**src/rtl/frame_capture_pkg.sv**
```systemverilog
// Shared types and constants for the frame capture block.
package frame_capture_pkg;

    typedef enum logic {
        SEEK    = 1'b0,
        CAPTURE = 1'b1
    } state_t;

    localparam int ERR_COUNT_BITS = 8;

    // Adds 0..3 error events to the counter, clamping at all-ones.
    function automatic logic [ERR_COUNT_BITS-1:0] sat_add(
        input logic [ERR_COUNT_BITS-1:0] count,
        input logic [1:0]                inc
    );
        logic [ERR_COUNT_BITS:0] sum;
        sum = {1'b0, count} + (ERR_COUNT_BITS + 1)'(inc);
        return sum[ERR_COUNT_BITS] ? '1 : sum[ERR_COUNT_BITS-1:0];
    endfunction

endpackage

```
**src/rtl/frame_capture_if.sv**
```systemverilog
// Pixel stream input and framebuffer write port of the frame capture block.
// master: the environment (pixel source plus memory); slave: frame_capture.
interface frame_capture_if #(
    parameter int PIXEL_BITS = 8,
    parameter int ADDR_BITS  = 7
);
    logic                  in_valid;
    logic                  in_ready;
    logic [PIXEL_BITS-1:0] in_data;
    logic                  in_sof;
    logic                  in_eol;
    logic                  wr_en;
    logic [ADDR_BITS-1:0]  wr_addr;
    logic [PIXEL_BITS-1:0] wr_data;
    logic                  wr_ready;

    modport master (
        output in_valid, in_data, in_sof, in_eol, wr_ready,
        input  in_ready, wr_en, wr_addr, wr_data
    );

    modport slave (
        input  in_valid, in_data, in_sof, in_eol, wr_ready,
        output in_ready, wr_en, wr_addr, wr_data
    );
endinterface

```
**src/rtl/fc_write_buffer.sv**
```systemverilog
// One-entry register slice in front of the framebuffer write port.
// The entry can be refilled in the same cycle it drains, so a steady
// stream with wr_ready high runs at one write per clock.
module fc_write_buffer #(
    parameter int ADDR_BITS  = 7,
    parameter int PIXEL_BITS = 8
) (
    input  logic                  clk,
    input  logic                  rst_n,
    input  logic                  load,
    input  logic [ADDR_BITS-1:0]  addr,
    input  logic [PIXEL_BITS-1:0] data,
    input  logic                  wr_ready,
    output logic                  wr_en,
    output logic [ADDR_BITS-1:0]  wr_addr,
    output logic [PIXEL_BITS-1:0] wr_data,
    output logic                  ready
);

    // Space is available when the slot is empty or draining this cycle.
    always_comb begin
        ready = !wr_en || wr_ready;
    end

    // Hold the pending write until it transfers; reload on accept.
    always_ff @(posedge clk) begin
        if (!rst_n) begin
            wr_en   <= 1'b0;
            wr_addr <= '0;
            wr_data <= '0;
        end else if (load) begin
            wr_en   <= 1'b1;
            wr_addr <= addr;
            wr_data <= data;
        end else if (wr_ready) begin
            wr_en   <= 1'b0;
        end
    end

endmodule

```
**src/rtl/frame_capture.sv**
```systemverilog
// Frame capture: recovers x/y of each streamed pixel, checks line and
// frame geometry, and writes pixels to the framebuffer at y*WIDTH+x
// using a running line base instead of a multiplier.
module frame_capture
    import frame_capture_pkg::*;
#(
    parameter int WIDTH      = 10,
    parameter int HEIGHT     = 10,
    parameter int PIXEL_BITS = 8,
    parameter int X_BITS     = (WIDTH > 1) ? $clog2(WIDTH) : 1,
    parameter int Y_BITS     = (HEIGHT > 1) ? $clog2(HEIGHT) : 1,
    parameter int ADDR_BITS  = (WIDTH * HEIGHT > 1) ? $clog2(WIDTH * HEIGHT) : 1
) (
    input  logic                      clk,
    input  logic                      rst_n,
    frame_capture_if.slave            bus,
    output logic [X_BITS-1:0]         cur_x,
    output logic [Y_BITS-1:0]         cur_y,
    output logic                      frame_done,
    output logic                      err_line,
    output logic                      err_sof,
    output logic [ERR_COUNT_BITS-1:0] err_count
);

    localparam logic [X_BITS-1:0]    X_LAST     = X_BITS'(WIDTH - 1);
    localparam logic [Y_BITS-1:0]    Y_LAST     = Y_BITS'(HEIGHT - 1);
    localparam logic [ADDR_BITS-1:0] LINE_STEP  = ADDR_BITS'(WIDTH);

    state_t                  state;
    state_t                  state_next;
    logic [ADDR_BITS-1:0]    line_base;
    logic [ADDR_BITS-1:0]    base_next;
    logic [X_BITS-1:0]       x_next;
    logic [Y_BITS-1:0]       y_next;
    logic                    done_next;
    logic                    err_line_next;
    logic                    err_sof_next;
    logic [ERR_COUNT_BITS-1:0] count_next;

    logic                    accept;
    logic                    take;
    logic [X_BITS-1:0]       eff_x;
    logic [Y_BITS-1:0]       eff_y;
    logic [ADDR_BITS-1:0]    eff_base;
    logic                    at_last_x;
    logic                    line_end;
    logic                    line_err;
    logic                    sof_err;
    logic                    frame_end;
    logic [ADDR_BITS-1:0]    load_addr;

    // Beat position and geometry checks; a sof beat is always treated as
    // pixel (0,0), which covers both frame start and mid-frame restart.
    always_comb begin
        accept    = bus.in_valid && bus.in_ready;
        take      = accept && ((state == CAPTURE) || bus.in_sof);
        eff_x     = bus.in_sof ? '0 : cur_x;
        eff_y     = bus.in_sof ? '0 : cur_y;
        eff_base  = bus.in_sof ? '0 : line_base;
        sof_err   = (state == CAPTURE) && bus.in_sof &&
                    ((cur_x != '0) || (cur_y != '0));
        at_last_x = (eff_x == X_LAST);
        line_end  = bus.in_eol || at_last_x;
        line_err  = bus.in_eol != at_last_x;
        frame_end = line_end && (eff_y == Y_LAST);
        load_addr = eff_base + ADDR_BITS'(eff_x);
    end

    // Next state, position, line base, pulses and error count.
    always_comb begin
        state_next    = state;
        x_next        = cur_x;
        y_next        = cur_y;
        base_next     = line_base;
        done_next     = 1'b0;
        err_line_next = 1'b0;
        err_sof_next  = 1'b0;
        if (take) begin
            err_line_next = line_err;
            err_sof_next  = sof_err;
            if (frame_end) begin
                state_next = SEEK;
                x_next     = '0;
                y_next     = '0;
                base_next  = '0;
                done_next  = 1'b1;
            end else if (line_end) begin
                state_next = CAPTURE;
                x_next     = '0;
                y_next     = eff_y + Y_BITS'(1);
                base_next  = eff_base + LINE_STEP;
            end else begin
                state_next = CAPTURE;
                x_next     = eff_x + X_BITS'(1);
                y_next     = eff_y;
                base_next  = eff_base;
            end
        end
        count_next = sat_add(err_count, {1'b0, err_line_next} + {1'b0, err_sof_next});
    end

    // State, position and status registers.
    always_ff @(posedge clk) begin
        if (!rst_n) begin
            state      <= SEEK;
            cur_x      <= '0;
            cur_y      <= '0;
            line_base  <= '0;
            frame_done <= 1'b0;
            err_line   <= 1'b0;
            err_sof    <= 1'b0;
            err_count  <= '0;
        end else begin
            state      <= state_next;
            cur_x      <= x_next;
            cur_y      <= y_next;
            line_base  <= base_next;
            frame_done <= done_next;
            err_line   <= err_line_next;
            err_sof    <= err_sof_next;
            err_count  <= count_next;
        end
    end

    fc_write_buffer #(
        .ADDR_BITS  (ADDR_BITS),
        .PIXEL_BITS (PIXEL_BITS)
    ) u_write_buffer (
        .clk      (clk),
        .rst_n    (rst_n),
        .load     (take),
        .addr     (load_addr),
        .data     (bus.in_data),
        .wr_ready (bus.wr_ready),
        .wr_en    (bus.wr_en),
        .wr_addr  (bus.wr_addr),
        .wr_data  (bus.wr_data),
        .ready    (bus.in_ready)
    );

endmodule

```
**src/flat_wrapper.sv**
```systemverilog
// flat-port wrapper written by rule: the top's interface ports become plain ports
module frame_capture_flat import frame_capture_pkg::*;
#(
    parameter int WIDTH      = 10,
    parameter int HEIGHT     = 10,
    parameter int PIXEL_BITS = 8,
    parameter int X_BITS     = (WIDTH > 1) ? $clog2(WIDTH) : 1,
    parameter int Y_BITS     = (HEIGHT > 1) ? $clog2(HEIGHT) : 1,
    parameter int ADDR_BITS  = (WIDTH * HEIGHT > 1) ? $clog2(WIDTH * HEIGHT) : 1
)
  (clk, rst_n, cur_x, cur_y, frame_done, err_line, err_sof, err_count, bus_in_valid, bus_in_data, bus_in_sof, bus_in_eol, bus_wr_ready, bus_in_ready, bus_wr_en, bus_wr_addr, bus_wr_data);
  frame_capture_if #(.PIXEL_BITS(PIXEL_BITS), .ADDR_BITS(ADDR_BITS)) bus_i ();
  input  logic clk;
  input  logic rst_n;
  output logic [X_BITS-1:0] cur_x;
  output logic [Y_BITS-1:0] cur_y;
  output logic frame_done;
  output logic err_line;
  output logic err_sof;
  output logic [ERR_COUNT_BITS-1:0] err_count;
  input wire logic [$bits(bus_i.in_valid)-1:0] bus_in_valid;
  input wire logic [$bits(bus_i.in_data)-1:0] bus_in_data;
  input wire logic [$bits(bus_i.in_sof)-1:0] bus_in_sof;
  input wire logic [$bits(bus_i.in_eol)-1:0] bus_in_eol;
  input wire logic [$bits(bus_i.wr_ready)-1:0] bus_wr_ready;
  output wire logic [$bits(bus_i.in_ready)-1:0] bus_in_ready;
  output wire logic [$bits(bus_i.wr_en)-1:0] bus_wr_en;
  output wire logic [$bits(bus_i.wr_addr)-1:0] bus_wr_addr;
  output wire logic [$bits(bus_i.wr_data)-1:0] bus_wr_data;
  assign bus_i.in_valid = bus_in_valid;
  assign bus_i.in_data = bus_in_data;
  assign bus_i.in_sof = bus_in_sof;
  assign bus_i.in_eol = bus_in_eol;
  assign bus_i.wr_ready = bus_wr_ready;
  assign bus_in_ready = bus_i.in_ready;
  assign bus_wr_en = bus_i.wr_en;
  assign bus_wr_addr = bus_i.wr_addr;
  assign bus_wr_data = bus_i.wr_data;
  frame_capture #(.WIDTH(WIDTH), .HEIGHT(HEIGHT), .PIXEL_BITS(PIXEL_BITS), .X_BITS(X_BITS), .Y_BITS(Y_BITS), .ADDR_BITS(ADDR_BITS)) u_core (.clk(clk), .rst_n(rst_n), .bus(bus_i), .cur_x(cur_x), .cur_y(cur_y), .frame_done(frame_done), .err_line(err_line), .err_sof(err_sof), .err_count(err_count));
endmodule
```
**config.mk**
```make
export PLATFORM = sky130hd
export DESIGN_NAME = frame_capture_flat
export DESIGN_NICKNAME = d
export VERILOG_FILES = /design/src/rtl/frame_capture_pkg.sv /design/src/rtl/frame_capture_if.sv /design/src/rtl/fc_write_buffer.sv /design/src/rtl/frame_capture.sv /design/src/flat_wrapper.sv
export SDC_FILE = /design/constraint.sdc
export NUM_CORES = 1
export LEC_CHECK = 0
export ABC_AREA = 1
export CAP_MARGIN = 20
export CORE_MARGIN = 2
export CORE_UTILIZATION = 45
export CTS_CLUSTER_SIZE = 8
export DETAILED_ROUTE_END_ITERATION = 7
export PLACE_DENSITY = 0.83
export SLEW_MARGIN = 20
export SYNTH_ARGS = -nofsm -noshare
export SYNTH_HDL_FRONTEND = slang
export SYNTH_SLANG_ARGS = --single-unit
```
**constraint.sdc**
```tcl
create_clock -name clk -period 2.8 [get_ports clk]
set_input_delay 0.7 -clock clk [delete_from_list [all_inputs] [get_ports clk]]
set_output_delay 0.7 -clock clk [all_outputs]
set_load 0.02 [all_outputs]
```
==> results of run 1 <==
==> worst reg2reg max path, delay by kind of cell (launching register included) <==
family        cells  cell delay [ns]
fa+ha+maj         4             0.94
buf+inv           3             0.22
flops             1             0.42
simple gates      7             0.82
==> metrics by stage <==
step / std cells / power, W / hold WS [ns] / setup TNS (ns) / cell area [sq um]
after CTS: 449 / 0.001377 / 0.4535 / 0 / 3060
after detailed placement: 441 / 0.0008787 / 0.4415 / -4.111 / 2939
after floorplan: 314 / 0.0007870 / 0.4249 / 0 / 2283
final: 450 / 0.001369 / 0.4511 / 0 / 3075
after global routing: 450 / 0.001429 / 0.4750 / 0 / 3075
after global placement: 441 / 0.0008755 / 0.4336 / -3.550 / 2939
==> layer usage <==
| metal | share of wire, % | track usage [%] |
|---|---|---|
| met5 | 0 | 0 |
| met1 | 45 | 27.12 |
| met4 | 2.3 | 8.929 |
| met3 | 4.5 | 5.087 |
| met2 | 48 | 35.77 |
==> cell type report <==
type                    instances  area (sq um)
well taps                      67         83.83
clock inverters                 2         35.03
multi-input cells             220          1197
fillers                       400          1710
repair buffers                 73         669.4
flip-flops and latches         43         860.8
clock buffers                   6         82.58
inverters                      39         146.4
==> cell usage in the layout (no fill, tap or decap), types with 2 or more instances in the layout <==
cell,netlist,layout
xor2_1,6,6
ha_1,11,10
o21ai_0,18,18
nand4_1,3,3
inv_2,1,2
inv_1,38,37
nor2_1,43,42
nor4_1,2,2
dfxtp_1,43,43
clkdlybuf4s50_1,0,48
buf_4,3,23
clkbuf_8,0,6
nor3_2,0,2
a21oi_1,25,25
nor2_4,4,5
o21ai_1,5,5
xnor2_1,2,2
nor3_1,4,2
o21a_1,3,3
or2_4,1,2
nand3_1,16,15
nand2_1,68,68
==> worst min path at each step <==
stage                                    from                   to  slack, ns  cells past startpoint
after CTS                 u_core.line_base[0]  u_core.line_base[0]       0.45                      2
after global placement    u_core.line_base[0]  u_core.line_base[0]       0.43                      2
final                     u_core.line_base[0]  u_core.line_base[0]       0.45                      2
after detailed placement  u_core.line_base[0]  u_core.line_base[0]       0.44                      2
after global routing      u_core.line_base[0]  u_core.line_base[0]       0.48                      2
after floorplan           u_core.line_base[0]  u_core.line_base[0]       0.42                      2
==> cells by family after synthesis <==
logic type	after synthesis	share of synthesized area [%]
adder cells (fa/ha/maj)	13	7.863
XOR/XNOR	8	3.101
AND/OR/NAND/NOR	144	27.80
flip-flops	43	38.10
buffers and inverters	51	10.24
AO/OA/AOI/OAI	55	12.90
==> report_power, final <==
group / internal [W] / switching [W] / total, W
Clock: 0.000289 / 0.000214 / 0.000503
Combinational: 0.0000964 / 0.000117 / 0.000213
Sequential: 0.000637 / 0.0000160 / 0.000653
==> sequential cells by signal, summed over array words and instances (netlist names), 4 cells and up <==
name                           cells
u_core.err_count                   8
u_core.u_write_buffer.wr_data      8
u_core.line_base                   7
u_core.u_write_buffer.wr_addr      7
u_core.cur_x                       4
u_core.cur_y                       4
==> timing repair <==
| action | in CTS | in global routing |
|---|---|---|
| setup endpoints to repair | 8 | 8 |
| gates resized for setup | 2 | 6 |
| setup buffers | 0 | 1 |
| pin swaps | 0 | 1 |
==> impl_metrics.py, run 1 <==
metrics = {
    "critical_path": {
        "crit_chain": "clkdlybuf4s50_1 -> or2_4 -> buf_4 -> clkdlybuf4s50_1",
        "cp_top_family": "buffers and inverters",
        "crit_type": "in2out",
        "r2r_slack_ns": 0.35,
        "rr_worst_depth": 14,
        "crit_buf_inv": 3,
        "worstReg2RegStart": "u_core.cur_x[0]",
        "cp_common_cell": "clkdlybuf4s50_1",
        "critPathMaxStageDelay_ns": 0.55,
        "cp.arrival_ns": 2.04,
        "critical_path.endpoint": "bus_in_ready",
        "startpoint": "bus_wr_ready",
        "critPathCaptureType": "primary output",
        "slowest_stage": "clkdlybuf4s50_1",
        "worstSetupPathDepth": 4,
        "rr_endpoint": "u_core.err_count[5]",
        "startpoint_type": "input port",
        "critPathRequiredTime_ns": 2.10,
        "crit_fanout": 3,
    },
    "timing": {
        "timing.slew.headroom_pct": 50.47,
        "clock_skew_ns": 0.003695,
        "period_needed_ns": 2.737,
        "setup_viol": 0,
        "grt_setup_unrepaired": "no",
        "min_period_over_period_pct": 97.74,
        "hold_violations": 0,
        "setup_ws_ns": 0.06342,
        "tightest_slew_ns": 0.7421,
        "fmax_mhz": 365.4,
        "maxSlewViolCount": 0,
    },
    "routing": {
        "wirelength_mm": 5.517,
        "vias": 2225,
        "ant_nets": 0,
        "first_pass_iters": 5,
        "drtIter0Drc": 80,
        "viasPerCell": 4.944,
        "drc": 0,
        "avgRoutedWirePerCell_um": 12.26,
    },
    "clock_network": {
        "cts_tree": "yes",
        "cts.path.max_buffers": 2,
        "cts_hold_buf": 0,
        "cts.sinks": 43,
        "clk_latency_ns": 0.30,
        "numCtsBuffers": 5,
        "path_clk_slew_ns": 0.08,
        "htree_num_levels": 2,
        "cts_root_buf": "clkbuf_8",
    },
    "synthesis": {
        "avgSynthCellArea_sq_um": 7.196,
        "synthFlopType": "dfxtp_1",
        "synth_area_leaders": "dfxtp_1 38%, nand2_1 11%, nor2_1 7.1%",
        "synth_top_cell_area_share_pct": 38.10,
        "synthesis.area_sq_mm": 0.002260,
        "synthTopCellsByCount": "68 x nand2_1, 43 x dfxtp_1, 43 x nor2_1",
        "ys_types": 30,
        "synth_nets": 341,
        "seq_area_frac_synth_pct": 38.10,
        "ys_ff_latch": 43,
        "yosysMostFrequentCell": "nand2_1",
        "yosysWarnings": 0,
        "synth_edf_count": 0,
        "yosysTopAreaCell": "dfxtp_1",
        "syn_inst": 314,
        "ys_async_sr_fraction_pct": 0,
    },
    "job": {
        "cap_viol_max_count": 0,
    },
    "power": {
        "p_leak_nw": 1.311,
        "p_per_area_mw_per_mm2": 445.2,
        "vdd_drop_max_mv": 0.4051,
    },
    "global_routing": {
        "grt_remaining_overflow": 0,
        "grt_max_degree": 24,
        "grt_pass1_wl_mm": 9.328,
        "gr-usage-all-layers_pct": 21.63,
        "grt_pass1_vias": 2170,
        "antenna_found_initial": 0,
    },
    "floorplan": {
        "rows": 25,
        "dieArea_sq_mm": 0.005604,
        "core_sq_mm": 0.004786,
        "initial_core_util_pct": 47.22,
        "die_h_um": 74.86,
        "die_w_um": 74.86,
        "io_pins": 50,
    },
    "hold_path": {
        "holdCritPathClass": "reg2reg",
    },
    "outcome": {
        "status": "finished, final reports clean",
    },
    "placed_design": {
        "dp_hpwl_mm": 4.029,
        "port_buffers": 49,
        "pre_cts_ws_ns": -0.5286,
        "place_congestion": 0.7938,
    },
    "layout": {
        "n_antenna_cell": 0,
        "utilization_pct": 64.26,
        "final_nets": 409,
        "synthToLayoutAreaGrowth_pct": 36.10,
        "drive_gt1_share_pct": 13.05,
    },
}
Power figures use the tool's default switching activity.
==> run 2: changes to the inputs <==
- CORE_ASPECT_RATIO: not set -> 1.4
==> run 2 against run 1 <==
Effect of this change:
- die area is 0.15% higher
- cell area is 1.1% higher
- critical path depth stayed put
- worst hold slack better by 0.026 ns
- register-to-register slack better by 0.04 ns
- worst setup slack better by 0.0054 ns
- flip-flop and latch count stayed put
- final cell count is 0.67% lower
- utilization is 0.075 points lower
==> impl_metrics.py, run 2 (synthesis gave the netlist of run 1 again) <==
metrics = {
    "layout": {
        "n_antenna_cell": 0,
        "top_regs": "u_core.err_count x8, u_core.u_write_buffer.wr_data x8",
        "final_cells": 447,
        "most-common-layout-cells": "68 x nand2_1, 48 x clkdlybuf4s50_1, 43 x dfxtp_1, 42 x nor2_1, 37 x inv_1",
        "final_common_cell": "nand2_1",
        "fillers": 389,
        "final_nets": 409,
        "drive_gt1_share_pct": 12.79,
        "seqCellArea_sq_um": 860.8,
        "synthToLayoutAreaGrowth_pct": 37.54,
        "multi_input_area_sq_mm": 0.001215,
    },
    "critical_path": {
        "critPathMaxStageDelay_ns": 0.53,
        "cp.arrival_ns": 2.03,
        "crit_fanout": 3,
        "slowest_stage": "clkdlybuf4s50_1",
        "r2r_slack_ns": 0.39,
        "startpoint_type": "input port",
        "critPathRequiredTime_ns": 2.10,
        "critPathCaptureType": "primary output",
        "crit_chain": "clkdlybuf4s50_1 -> or2_4 -> buf_4 -> clkdlybuf4s50_1",
        "crit_type": "in2out",
        "cp_common_cell": "clkdlybuf4s50_1",
        "cp_top_family": "buffers and inverters",
        "crit_buf_inv": 3,
    },
    "routing": {
        "ant_nets": 0,
        "wirelength_mm": 5.485,
        "drtIter0Drc": 165,
        "drc": 0,
        "viasPerCell": 5.034,
        "vias": 2250,
        "avgRoutedWirePerCell_um": 12.27,
        "first_pass_iters": 4,
    },
    "power": {
        "seqPwrFrac_pct": 44.9,
        "p_comb_share_pct": 14.6,
        "power_frac_clock_pct": 40.4,
        "p_leak_nw": 1.314,
        "internal_power_w": 0.001090,
        "p_switching_w": 0.0003633,
        "switching_share_pct": 25.01,
        "vdd_drop_max_mv": 0.2601,
        "total_power_w": 0.001453,
        "p_per_area_mw_per_mm2": 467.5,
    },
    "floorplan": {
        "dieArea_sq_mm": 0.005612,
        "rows": 30,
        "die_w_um": 63.89,
        "initial_core_util_pct": 46.67,
        "io_pins": 50,
        "core_sq_mm": 0.004842,
        "die_h_um": 87.85,
    },
    "placed_design": {
        "pre_cts_ws_ns": -0.5102,
        "place_congestion": 0.8565,
        "dp_hpwl_mm": 3.885,
        "port_buffers": 49,
        "placed_cells": 439,
    },
    "clock_network": {
        "cts_tree": "yes",
        "path_clk_slew_ns": 0.08,
        "cts.path.max_buffers": 2,
        "cts.sinks": 43,
        "cts_hold_buf": 0,
        "post_cts_buffers": 0,
        "clk_latency_ns": 0.30,
        "cts_root_buf": "clkbuf_8",
        "numCtsBuffers": 5,
        "htree_num_levels": 2,
    },
    "timing": {
        "grt_setup_unrepaired": "no",
        "clock_skew_ns": 0.008661,
        "tns_ns": 0,
        "setup_viol": 0,
        "fmax_mhz": 366.1,
        "hold_violations": 0,
        "min_period_over_period_pct": 97.54,
        "timing.slew.headroom_pct": 50.05,
        "tightest_slew_ns": 0.7484,
        "setup_ws_ns": 0.06878,
        "period_needed_ns": 2.731,
        "maxSlewViolCount": 0,
    },
    "global_routing": {
        "gr-usage-all-layers_pct": 21.02,
        "grt_max_degree": 24,
        "grt_pass1_wl_mm": 9.377,
        "grt_remaining_overflow": 0,
        "antenna_found_initial": 0,
        "grt_pass1_vias": 2160,
    },
    "hold_path": {
        "holdCritPathClass": "reg2reg",
    },
    "outcome": {
        "status": "finished, final reports clean",
    },
    "job": {
        "cap_viol_max_count": 0,
    },
}
[run 2: cell count changes in the layout (fill, tap and decap cells not counted), sizes merged]
cell and change:
dlygate4sd2 +1, clkinv -1, clkinvlp +1, clkbuf -2, bufinv +1
[run 2: worst reg2reg max path: cells and delay by family (launching register included)]
kind | cells | cell delay, ns
adders and majority gates | 4 | 0.90
buffers and inverters | 3 | 0.24
DFF | 1 | 0.42
and+or+nand+nor | 7 | 0.81
[run 2: timing repair]
action,CTS,global route
gates cloned,0,0
gates resized for setup,2,5
endpoints found under the setup margin,8,8
pin swaps,0,1
[run 2: routing by layer]
metal  part of all wire [%]  track usage (%)  vias to the layer above  wire [um]
li1                       -                -                     1130          -
met1                     41            24.88                     1038       2261
met2                     52            36.27                       68       2854
met3                    4.3            3.856                       14        234
met4                    2.5            10.67                        0        135
met5                      0                0                        -          0
[run 2: path summary, 6_finish.rpt]
check	startpoint	to	cells past startpoint
hold / removal	u_core.line_base[0]	u_core.line_base[0]	2
setup / recovery	bus_wr_ready	bus_in_ready	4
hold reg to reg	u_core.line_base[0]	u_core.line_base[0]	2
setup reg to reg	u_core.cur_x[0]	u_core.err_count[5]	14
[run 2: final cells by class]
cell class	count	share of cell area, %
Clock inverter	3	2.174
Clock buffer	5	2.214
Timing Repair Buffer	73	21.54
Inverter	39	4.710
Multi-Input combinational cell	220	39.09
Sequential cell	43	27.70
Tap cell	64	2.576
[run 2: power by group through the flow]
| stage | clock [W] | combinational (W) | sequential, W |
|---|---|---|---|
| after floorplan | 0 | 0.0000946 | 0.000692 |
| after global placement | 0 | 0.000210 | 0.000665 |
| after detailed placement | 0 | 0.000211 | 0.000666 |
| after CTS | 0.000594 | 0.000212 | 0.000653 |
| after global routing | 0.000619 | 0.000234 | 0.000656 |
| final | 0.000588 | 0.000213 | 0.000653 |
[run 2: stage by stage]
step           instance area (sq um)  hold WS (ns)  utilization, %
6_report                        3108        0.4769           64.19
5_1_grt                         3108        0.5017           64.19
4_1_cts                         3083        0.4769           63.67
3_5_place_dp                    2943        0.4587           60.78
3_3_place_gp                    2943        0.4521           60.78
2_1_floorplan                   2283        0.4249               -
